**src/rtl/midori_mask_pkg.sv**
```systemverilog
// Shared constants, lane slicing helpers and the component-function evaluator
// for the three-share masked Midori F layer.
package midori_mask_pkg;

   localparam int SHARES      = 3;
   localparam int NIBBLE_W    = 4;
   localparam int R_PER_LANE  = 18;
   localparam int RS_PER_LANE = 6;
   localparam int CF_PER_LANE = 27;
   localparam int MAX_LANES   = 16;

   localparam int NIB_BUS_W = NIBBLE_W * MAX_LANES;
   localparam int R_BUS_W   = R_PER_LANE * MAX_LANES;
   localparam int RS_BUS_W  = RS_PER_LANE * MAX_LANES;

   typedef logic [SHARES-1:0][NIBBLE_W-1:0] shares_t;

   function automatic logic [NIBBLE_W-1:0] nib_slice(input logic [NIB_BUS_W-1:0] bus, input int k);
      return NIBBLE_W'(bus >> (NIBBLE_W * k));
   endfunction

   function automatic logic [R_PER_LANE-1:0] r_slice(input logic [R_BUS_W-1:0] bus, input int k);
      return R_PER_LANE'(bus >> (R_PER_LANE * k));
   endfunction

   function automatic logic [RS_PER_LANE-1:0] rs_slice(input logic [RS_BUS_W-1:0] bus, input int k);
      return RS_PER_LANE'(bus >> (RS_PER_LANE * k));
   endfunction

   // Component m = 9*group + 3*share + term. Each output bit is a ^ (b & c);
   // share j owns the cross products b_j & c_{j+term}, and every refresh bit
   // is added to exactly two components so it cancels after compression.
   function automatic logic cf_f(input int m, input shares_t sh,
                                 input logic [R_PER_LANE-1:0] r,
                                 input logic [RS_PER_LANE-1:0] rs);
      int         grp, shr, term;
      logic [1:0] j, q, nxt, a_i, b_i, c_i;
      logic [2:0] rp_i, rq_i, ra, rb;
      logic [5:0] rg;
      logic       v;
      grp  = m / 9;
      shr  = (m % 9) / 3;
      term = m % 3;
      j    = 2'(shr);
      q    = 2'((shr + term) % 3);
      nxt  = 2'((shr + 1) % 3);
      case (grp)
         0:       begin a_i = 2'd1; b_i = 2'd2; c_i = 2'd3; end
         1:       begin a_i = 2'd2; b_i = 2'd0; c_i = 2'd3; end
         default: begin a_i = 2'd3; b_i = 2'd0; c_i = 2'd1; end
      endcase
      rg   = 6'(r >> (6 * grp));
      ra   = rg[2:0];
      rb   = rg[5:3];
      rp_i = 3'(2 * grp);
      rq_i = 3'(2 * grp + 1);
      v = sh[j][b_i] & sh[q][c_i];
      case (term)
         0:       v = v ^ sh[j][a_i] ^ ra[j] ^ rb[j];
         1:       v = v ^ ra[nxt];
         default: v = v ^ rb[nxt];
      endcase
      if (term == 2 && shr != 0)
         v = v ^ rs[rp_i];
      if ((term == 2 && shr == 0) || (term == 1 && shr == 2))
         v = v ^ rs[rq_i];
      return v;
   endfunction

endpackage

```
**src/rtl/masked_f_lane.sv**
```systemverilog
// One nibble lane: 27 registered component functions, bit-0 share capture and
// XOR compression. MSBOX_OUTREG_EN adds a registered output stage.
module masked_f_lane
   import midori_mask_pkg::*;
(
   input  logic                   clk,
   input  logic                   rst,
   input  logic                   load,
`ifdef MSBOX_OUTREG_EN
   input  logic                   load2,
`endif
   input  logic [NIBBLE_W-1:0]    x1,
   input  logic [NIBBLE_W-1:0]    x2,
   input  logic [NIBBLE_W-1:0]    x3,
   input  logic [R_PER_LANE-1:0]  r,
   input  logic [RS_PER_LANE-1:0] rs,
   output logic [NIBBLE_W-1:0]    y1,
   output logic [NIBBLE_W-1:0]    y2,
   output logic [NIBBLE_W-1:0]    y3
);

   shares_t                xs;
   logic [CF_PER_LANE-1:0] cf_next;
   logic [CF_PER_LANE-1:0] cf_reg;
   logic [SHARES-1:0]      areg;
   logic [8:0]             cmp;
   shares_t                comp;

   assign xs = {x3, x2, x1};

   for (genvar gi = 0; gi < CF_PER_LANE; gi++) begin : g_cf
      assign cf_next[gi] = cf_f(gi, xs, r, rs);
   end

   always_ff @(posedge clk) begin
      if (rst) begin
         cf_reg <= '0;
         areg   <= '0;
      end else if (load) begin
         cf_reg <= cf_next;
         areg   <= {x3[0], x2[0], x1[0]};
      end
   end

   // cmp[3*share + group]; groups 0/1/2 drive output bits 0/1/3
   for (genvar gi = 0; gi < 3; gi++) begin : g_grp
      for (genvar gj = 0; gj < SHARES; gj++) begin : g_shr
         assign cmp[3*gj + gi] = ^cf_reg[9*gi + 3*gj +: 3];
      end
   end

   // Bit 2 is a share-rotated copy of input bit 0
   assign comp[0] = {cmp[2], areg[1], cmp[1], cmp[0]};
   assign comp[1] = {cmp[5], areg[2], cmp[4], cmp[3]};
   assign comp[2] = {cmp[8], areg[0], cmp[7], cmp[6]};

`ifdef MSBOX_OUTREG_EN
   shares_t out_reg;

   always_ff @(posedge clk) begin
      if (rst)
         out_reg <= '0;
      else if (load2)
         out_reg <= comp;
   end

   assign y1 = out_reg[0];
   assign y2 = out_reg[1];
   assign y3 = out_reg[2];
`else
   assign y1 = comp[0];
   assign y2 = comp[1];
   assign y3 = comp[2];
`endif

endmodule

```
**src/rtl/masked_f_layer.sv**
```systemverilog
// Elastic three-share masked F layer over NSBOX lanes; randomness is consumed
// only on accepted transfers. MSBOX_OUTREG_EN selects a two-stage pipeline.
module masked_f_layer
   import midori_mask_pkg::*;
#(
   parameter int NSBOX = 16
) (
   input  logic                     clk,
   input  logic                     rst,
   input  logic [4*NSBOX-1:0]       in1,
   input  logic [4*NSBOX-1:0]       in2,
   input  logic [4*NSBOX-1:0]       in3,
   input  logic                     in_valid,
   output logic                     in_ready,
   input  logic [18*NSBOX-1:0]      r,
   input  logic [6*NSBOX-1:0]       rs,
   input  logic                     rnd_valid,
   output logic                     rnd_ready,
   output logic [4*NSBOX-1:0]       out1,
   output logic [4*NSBOX-1:0]       out2,
   output logic [4*NSBOX-1:0]       out3,
   output logic                     out_valid,
   input  logic                     out_ready
);

   logic [NIB_BUS_W-1:0] in1_pad, in2_pad, in3_pad;
   logic [R_BUS_W-1:0]   r_pad;
   logic [RS_BUS_W-1:0]  rs_pad;
   logic                 v_reg, v_next, accept;

   assign in1_pad = NIB_BUS_W'(in1);
   assign in2_pad = NIB_BUS_W'(in2);
   assign in3_pad = NIB_BUS_W'(in3);
   assign r_pad   = R_BUS_W'(r);
   assign rs_pad  = RS_BUS_W'(rs);

   assign accept    = in_valid & rnd_valid & in_ready;
   assign rnd_ready = accept;

`ifdef MSBOX_OUTREG_EN
   logic v2_reg, v2_next, load2;

   assign in_ready  = ~v_reg | ~v2_reg | out_ready;
   assign load2     = v_reg & (~v2_reg | out_ready);
   assign out_valid = v2_reg;

   always_comb begin
      v_next  = v_reg;
      v2_next = v2_reg;
      if (out_ready)
         v2_next = 1'b0;
      if (load2) begin
         v2_next = 1'b1;
         v_next  = 1'b0;
      end
      if (accept)
         v_next = 1'b1;
   end

   always_ff @(posedge clk) begin
      if (rst) begin
         v_reg  <= 1'b0;
         v2_reg <= 1'b0;
      end else begin
         v_reg  <= v_next;
         v2_reg <= v2_next;
      end
   end
`else
   assign in_ready  = ~v_reg | out_ready;
   assign out_valid = v_reg;

   always_comb begin
      v_next = v_reg;
      if (out_ready)
         v_next = 1'b0;
      if (accept)
         v_next = 1'b1;
   end

   always_ff @(posedge clk) begin
      if (rst)
         v_reg <= 1'b0;
      else
         v_reg <= v_next;
   end
`endif

   for (genvar gi = 0; gi < NSBOX; gi++) begin : g_lane
      masked_f_lane u_lane (
         .clk   (clk),
         .rst   (rst),
         .load  (accept),
`ifdef MSBOX_OUTREG_EN
         .load2 (load2),
`endif
         .x1    (nib_slice(in1_pad, gi)),
         .x2    (nib_slice(in2_pad, gi)),
         .x3    (nib_slice(in3_pad, gi)),
         .r     (r_slice(r_pad, gi)),
         .rs    (rs_slice(rs_pad, gi)),
         .y1    (out1[NIBBLE_W*gi +: NIBBLE_W]),
         .y2    (out2[NIBBLE_W*gi +: NIBBLE_W]),
         .y3    (out3[NIBBLE_W*gi +: NIBBLE_W])
      );
   end

endmodule

```
**config.mk**
```make
export PLATFORM = sky130hd
export DESIGN_NAME = masked_f_layer
export DESIGN_NICKNAME = d
export VERILOG_FILES = /design/src/rtl/midori_mask_pkg.sv /design/src/rtl/masked_f_lane.sv /design/src/rtl/masked_f_layer.sv
export SDC_FILE = /design/constraint.sdc
export NUM_CORES = 2
export LEC_CHECK = 0
export ABC_AREA = 1
export CAP_MARGIN = 0
export CORE_ASPECT_RATIO = 0.5
export CORE_UTILIZATION = 25
export DETAILED_ROUTE_END_ITERATION = 10
export PLACE_DENSITY = 0.46
export SLEW_MARGIN = 25
export SYNTH_ARGS = -nofsm -noshare
export SYNTH_HDL_FRONTEND = slang
export SYNTH_SLANG_ARGS = --single-unit
```
**constraint.sdc**
```tcl
create_clock -name clk -period 1.5 [get_ports clk]
set_input_delay 0.15 -clock clk [delete_from_list [all_inputs] [get_ports clk]]
set_output_delay 0.15 -clock clk [all_outputs]
set_load 0.01 [all_outputs]
```
Yosys cells after proc, flatten, opt, wreduce, memory -nomap -nowiden
Index checks and enable logic that the tools add are counted.
{"block": "word_totals", "register_bits": 481, "in_bits": 581, "output_inout_bits": 195, "word_cells": 1528}
{"block": "classes", "n_mux": 2, "n_bitwise": 1348, "n_reduce_logical": 145}
{"operator": "XOR 1 bit", "n": 912}
{"operator": "bitwise AND 1 bit", "n": 434}
{"operator": "parity 3 bit", "n": 144}
{"operator": "two-way mux 1 bit", "n": 2}
{"operator": "nonzero test 2 bit", "n": 1}
{"operator": "inverter 1 bit", "n": 1}
{"operator": "bitwise OR 1 bit", "n": 1}

Longest topological paths before layout
{"block": "logic_depth", "word_depth": 4, "depth_mapped": 8, "depth_no_buf": 7}

By module
A second synthesis with hierarchy kept.
{"block": "unflattened", "cells_unflattened": 6502, "hier_area_um2": 36402.4}
{"module": "masked_f_lane", "n_inst": 16, "cells_per_inst": 406, "area_each_um2": 2272.2, "seq_area_each_um2": 600.6}
{"module": "masked_f_layer", "n_inst": 1, "cells_per_inst": 6, "area_each_um2": 47.5, "seq_area_each_um2": 20.0}

Worst setup path before layout
OpenSTA, ideal clock, no wires.
{"block": "synth_timing", "kind": "reg-to-reg", "startpoint": "register v_reg (netlist: out_valid)", "endpoint": "register g_lane[10].u_lane.cf_reg[23]", "setup_time_ns": 0.109, "t_arrival_ns": 1.167, "t_required_ns": 1.391, "setup_slack_ns": 0.224, "path_stages_with_launch": 8, "n_path_buf": 2, "period_less_slack_ns": 1.276, "path_cell_list": "dfxtp_1 > nand2_1 > nand3_1 > buf_2 > buf_2 > a21oi_1 > nand2_1 > inv_1"}
{"block": "synth_between", "elab_chain_len": 3}
{"element": "start, declared", "line": "masked_f_layer.sv:29", "rtl": "logic v_reg, v_next, accept;"}
{"element": "start signal, assigned", "line": "masked_f_layer.sv:85", "rtl": "v_reg <= v_next;"}
{"element": "inverter 1 bit", "line": "masked_f_layer.sv:70", "rtl": "assign in_ready = ~v_reg | out_ready;"}
{"element": "bitwise OR 1 bit", "line": "masked_f_layer.sv:70"}
{"element": "named net in_ready", "line": "masked_f_layer.sv:14", "rtl": "output logic in_ready,"}
{"element": "bitwise AND 1 bit", "line": "masked_f_layer.sv:37", "rtl": "assign accept = in_valid & rnd_valid & in_ready;"}
{"element": "end signal, assigned", "line": "masked_f_lane.sv:40", "rtl": "cf_reg <= cf_next;"}
{"element": "end, declared", "line": "masked_f_lane.sv:24", "rtl": "logic [CF_PER_LANE-1:0] cf_reg;"}
The timed path passes the listed nets, and every way through them passes these cells.
A chain may end at the register's enable or synchronous reset.

Worst setup path in the final report
{"block": "layout_timing", "startpoint": "register g_lane[2].u_lane.cf_reg[0]", "endpoint": "output port out1[8]"}
{"block": "layout_between", "elab_chain_len": 1}
{"element": "start, declared", "line": "masked_f_lane.sv:24"}
{"element": "start signal, assigned", "line": "masked_f_lane.sv:40"}
{"element": "parity 3 bit", "line": "masked_f_lane.sv:48", "rtl": "assign cmp[3*gj + gi] = ^cf_reg[9*gi + 3*gj +: 3];"}
{"element": "end, declared", "line": "masked_f_layer.sv:19", "rtl": "output logic [4*NSBOX-1:0] out1,"}
No other way between the ends.

==> run metrics <==
final instance area 59500 µm²; synth warn 0; Antenna Nets Post-Route 0; ranking of synthesized cells by area nand2_1 30%, dfxtp_1 26%, nand3_1 12%; Reg2Reg Setup Slack -0.21 ns; Buffers on Ports 775; Crit Path Category reg2out; Slew @ Worst Pin 0.835 ns; CTS Root Cell clkbuf_16; Main synth FF type dfxtp_1; WL/cell 16.6 µm; Crit path arrival time 1.68 ns; via count around 44000; die area 152000 µm²; vias in the first global route 40000; starting density of the core 25.3%; Area growth syn-to-layout 57.9%; period utilization 122%; synthesized area per cell approximately 5.5 µm²; Final WS setup -0.327 ns; Worst Path Required 1.35 ns; H-tree depth 2; TritonCTS clock tree done; # IOs 776; Max Cap Viol 0; Slew HR between 40% and 50%; Largest register FFs 432; First DRT Iteration DRCs about 2100; Synth top cells by count 3023 x nand2_1, 882 x inv_1, 882 x nand3_1; Seq cells post-synth around 480; peak supply drop 914 µV; CTS sink count 481; Clock Skew 0.0206 ns; fin crit period 1.83 ns; CP max FO 2; met1 WL 68.7 mm; fraction of layout cells with a size suffix above 1 around 21%; Clock Path Buffers 3; WL met3 4.30 mm; Die Y 277 µm; Site Rows 100; Power Density 782 nW/µm²; DRT Pass-1 Iters 7; register area share after synthesis 25.5%; total power 46.6 mW; Startpoint Class flip-flop; gr ovfl total 0; Syn Nets 7466; Highest Signal Layer met5; Yosys top cell by area nand2_1; die width 551 µm; drt total wl 163 mm; RSZ-0062 raised after global routing yes; Clk pin slew, worst setup/hold paths about 0.070 ns; outcome finished, violations left; Cell Area, Synth approximately 38000 µm²; first-pass GRT wire length 235 mm; Post-DP HPWL around 120 mm; failing checks setup timing; DR vias/cell between 4 and 5; Post-synth EDFFs 0; gr usage total between 15 and 20%; RD Place Congestion 0.835; cell with the most instances after synthesis nand2_1; fin. max-slew vios 0; setup tns final -56.41 ns; synth unique cells 16; largest net degree at the start of global routing 98; P_leak 29.9 nW; Max Fclk 547 MHz; Placement Cell Area 50200 µm²; Worst Setup End Kind primary output; initial antenna violation count 31; worst min path class in2reg; met2 WL 85.0 mm; Worst-Skew Late Latency between 0.6 and 0.7 ns; Residual DRC 0; Final setup viols 546; area share of the largest cell type after synthesis 30.1%; # nets final 8360; FFs w/ async S/R, synth 0%; Cells after Synth 6885; core area between 100000 and 150000 µm²; CTS buffer count 57; Fin. Hold Viols 0
[through the flow]
| step | instances | hold WS [ns] | setup WS [ns] | util [%] |
|---|---|---|---|---|
| floorplan | 6885 | 0.334 | 0.224 | - |
| global placement | 9554 | 0.493 | -0.394 | 33.6 |
| detailed placement | 9554 | 0.498 | -0.402 | 33.6 |
| CTS | 9711 | 0.110 | -0.425 | 36.7 |
| global route | 9834 | 0.189 | -0.426 | 39.9 |
| finish | 9835 | 0.177 | -0.327 | 39.9 |
[final timing paths]
check / startpoint / to / depth (start not counted)
setup reg to reg: out_valid$_SDFFE_PP0P_ / g_lane[14].u_lane.cf_reg[1]$_SDFFE_PP0P_ / 9
hold reg to reg: g_lane[10].u_lane.areg[2]$_SDFFE_PP0P_ / g_lane[10].u_lane.areg[2]$_SDFFE_PP0P_ / 2
setup / recovery: g_lane[2].u_lane.cf_reg[0]$_SDFFE_PP0P_ / out1[8] / 4
hold / removal: rnd_valid / out_valid$_SDFFE_PP0P_ / 3
[layout make-up]
cell class              count  area, µm²
clock inverters            21        325
inverters                 883       3320
repair buffers           1201      14700
flip-flops and latches    481      10000
clock buffers              80       1660
multi-input cells        5155      27000
well taps                1989       2490
diodes                     25       62.6
fillers                 15700      89700
[routing by layer]
metal | GRT usage [%] | up-vias
met5 | 0 | -
met4 | 6.90 | 4
met3 | 2.10 | 225
met2 | 37.2 | 589
met1 | 22.9 | 19900
li1 | - | 23000
[critical path, cell delays in order, from the launching register on]
cell	delay, ns
dfxtp_2	0.33
xnor2_2	0.16
xor2_1	0.22
buf_4	0.20
buf_6	0.11
[repair_timing]
| item | 4_1_cts | 5_1_grt |
|---|---|---|
| setup buffers | 27 | 46 |
| hold buffers | 1 | 0 |
| endpoints found under the setup margin | 293 | 587 |
| hold endpoints to repair | 26 | 0 |
| pin swaps | 303 | 285 |
| resized for setup | 1193 | 992 |
| gates cloned | 30 | 64 |
[cell families (layout without fill, tap and decap cells)]
group / after synthesis / after routing / synth area share, %
compound gates: 640 / 640 / 8.50
xor+xnor: 384 / 384 / 8.92
buf+inv: 1249 / 2185 / 13.0
flops: 481 / 481 / 25.5
other cells: 0 / 25 / 0
simple gates: 4131 / 4131 / 44.0
[power by group]
group,switching (mW),total (mW),internal [mW]
Clock,6.38,15.4,9.05
Sequential,0.768,14.6,13.8
Combinational,8.71,16.6,7.85
Total,15.9,46.6,30.7
[cell usage in the layout (no fill, tap or decap), drive strengths merged, types with 8 or more instances in the layout]
cell and count:
bufinv 8, xnor2 144, clkdlybuf4s15 17, dlygate4sd2 27, clkbuf 135, inv 886
buf 522, nor2 226, xor2 240, nand2 3023, o21ai 271, nand3 882
clkinv 8, clkdlybuf4s50 579, a21oi 369, dfxtp 481, diode 25
Power figures use the tool's default switching activity.
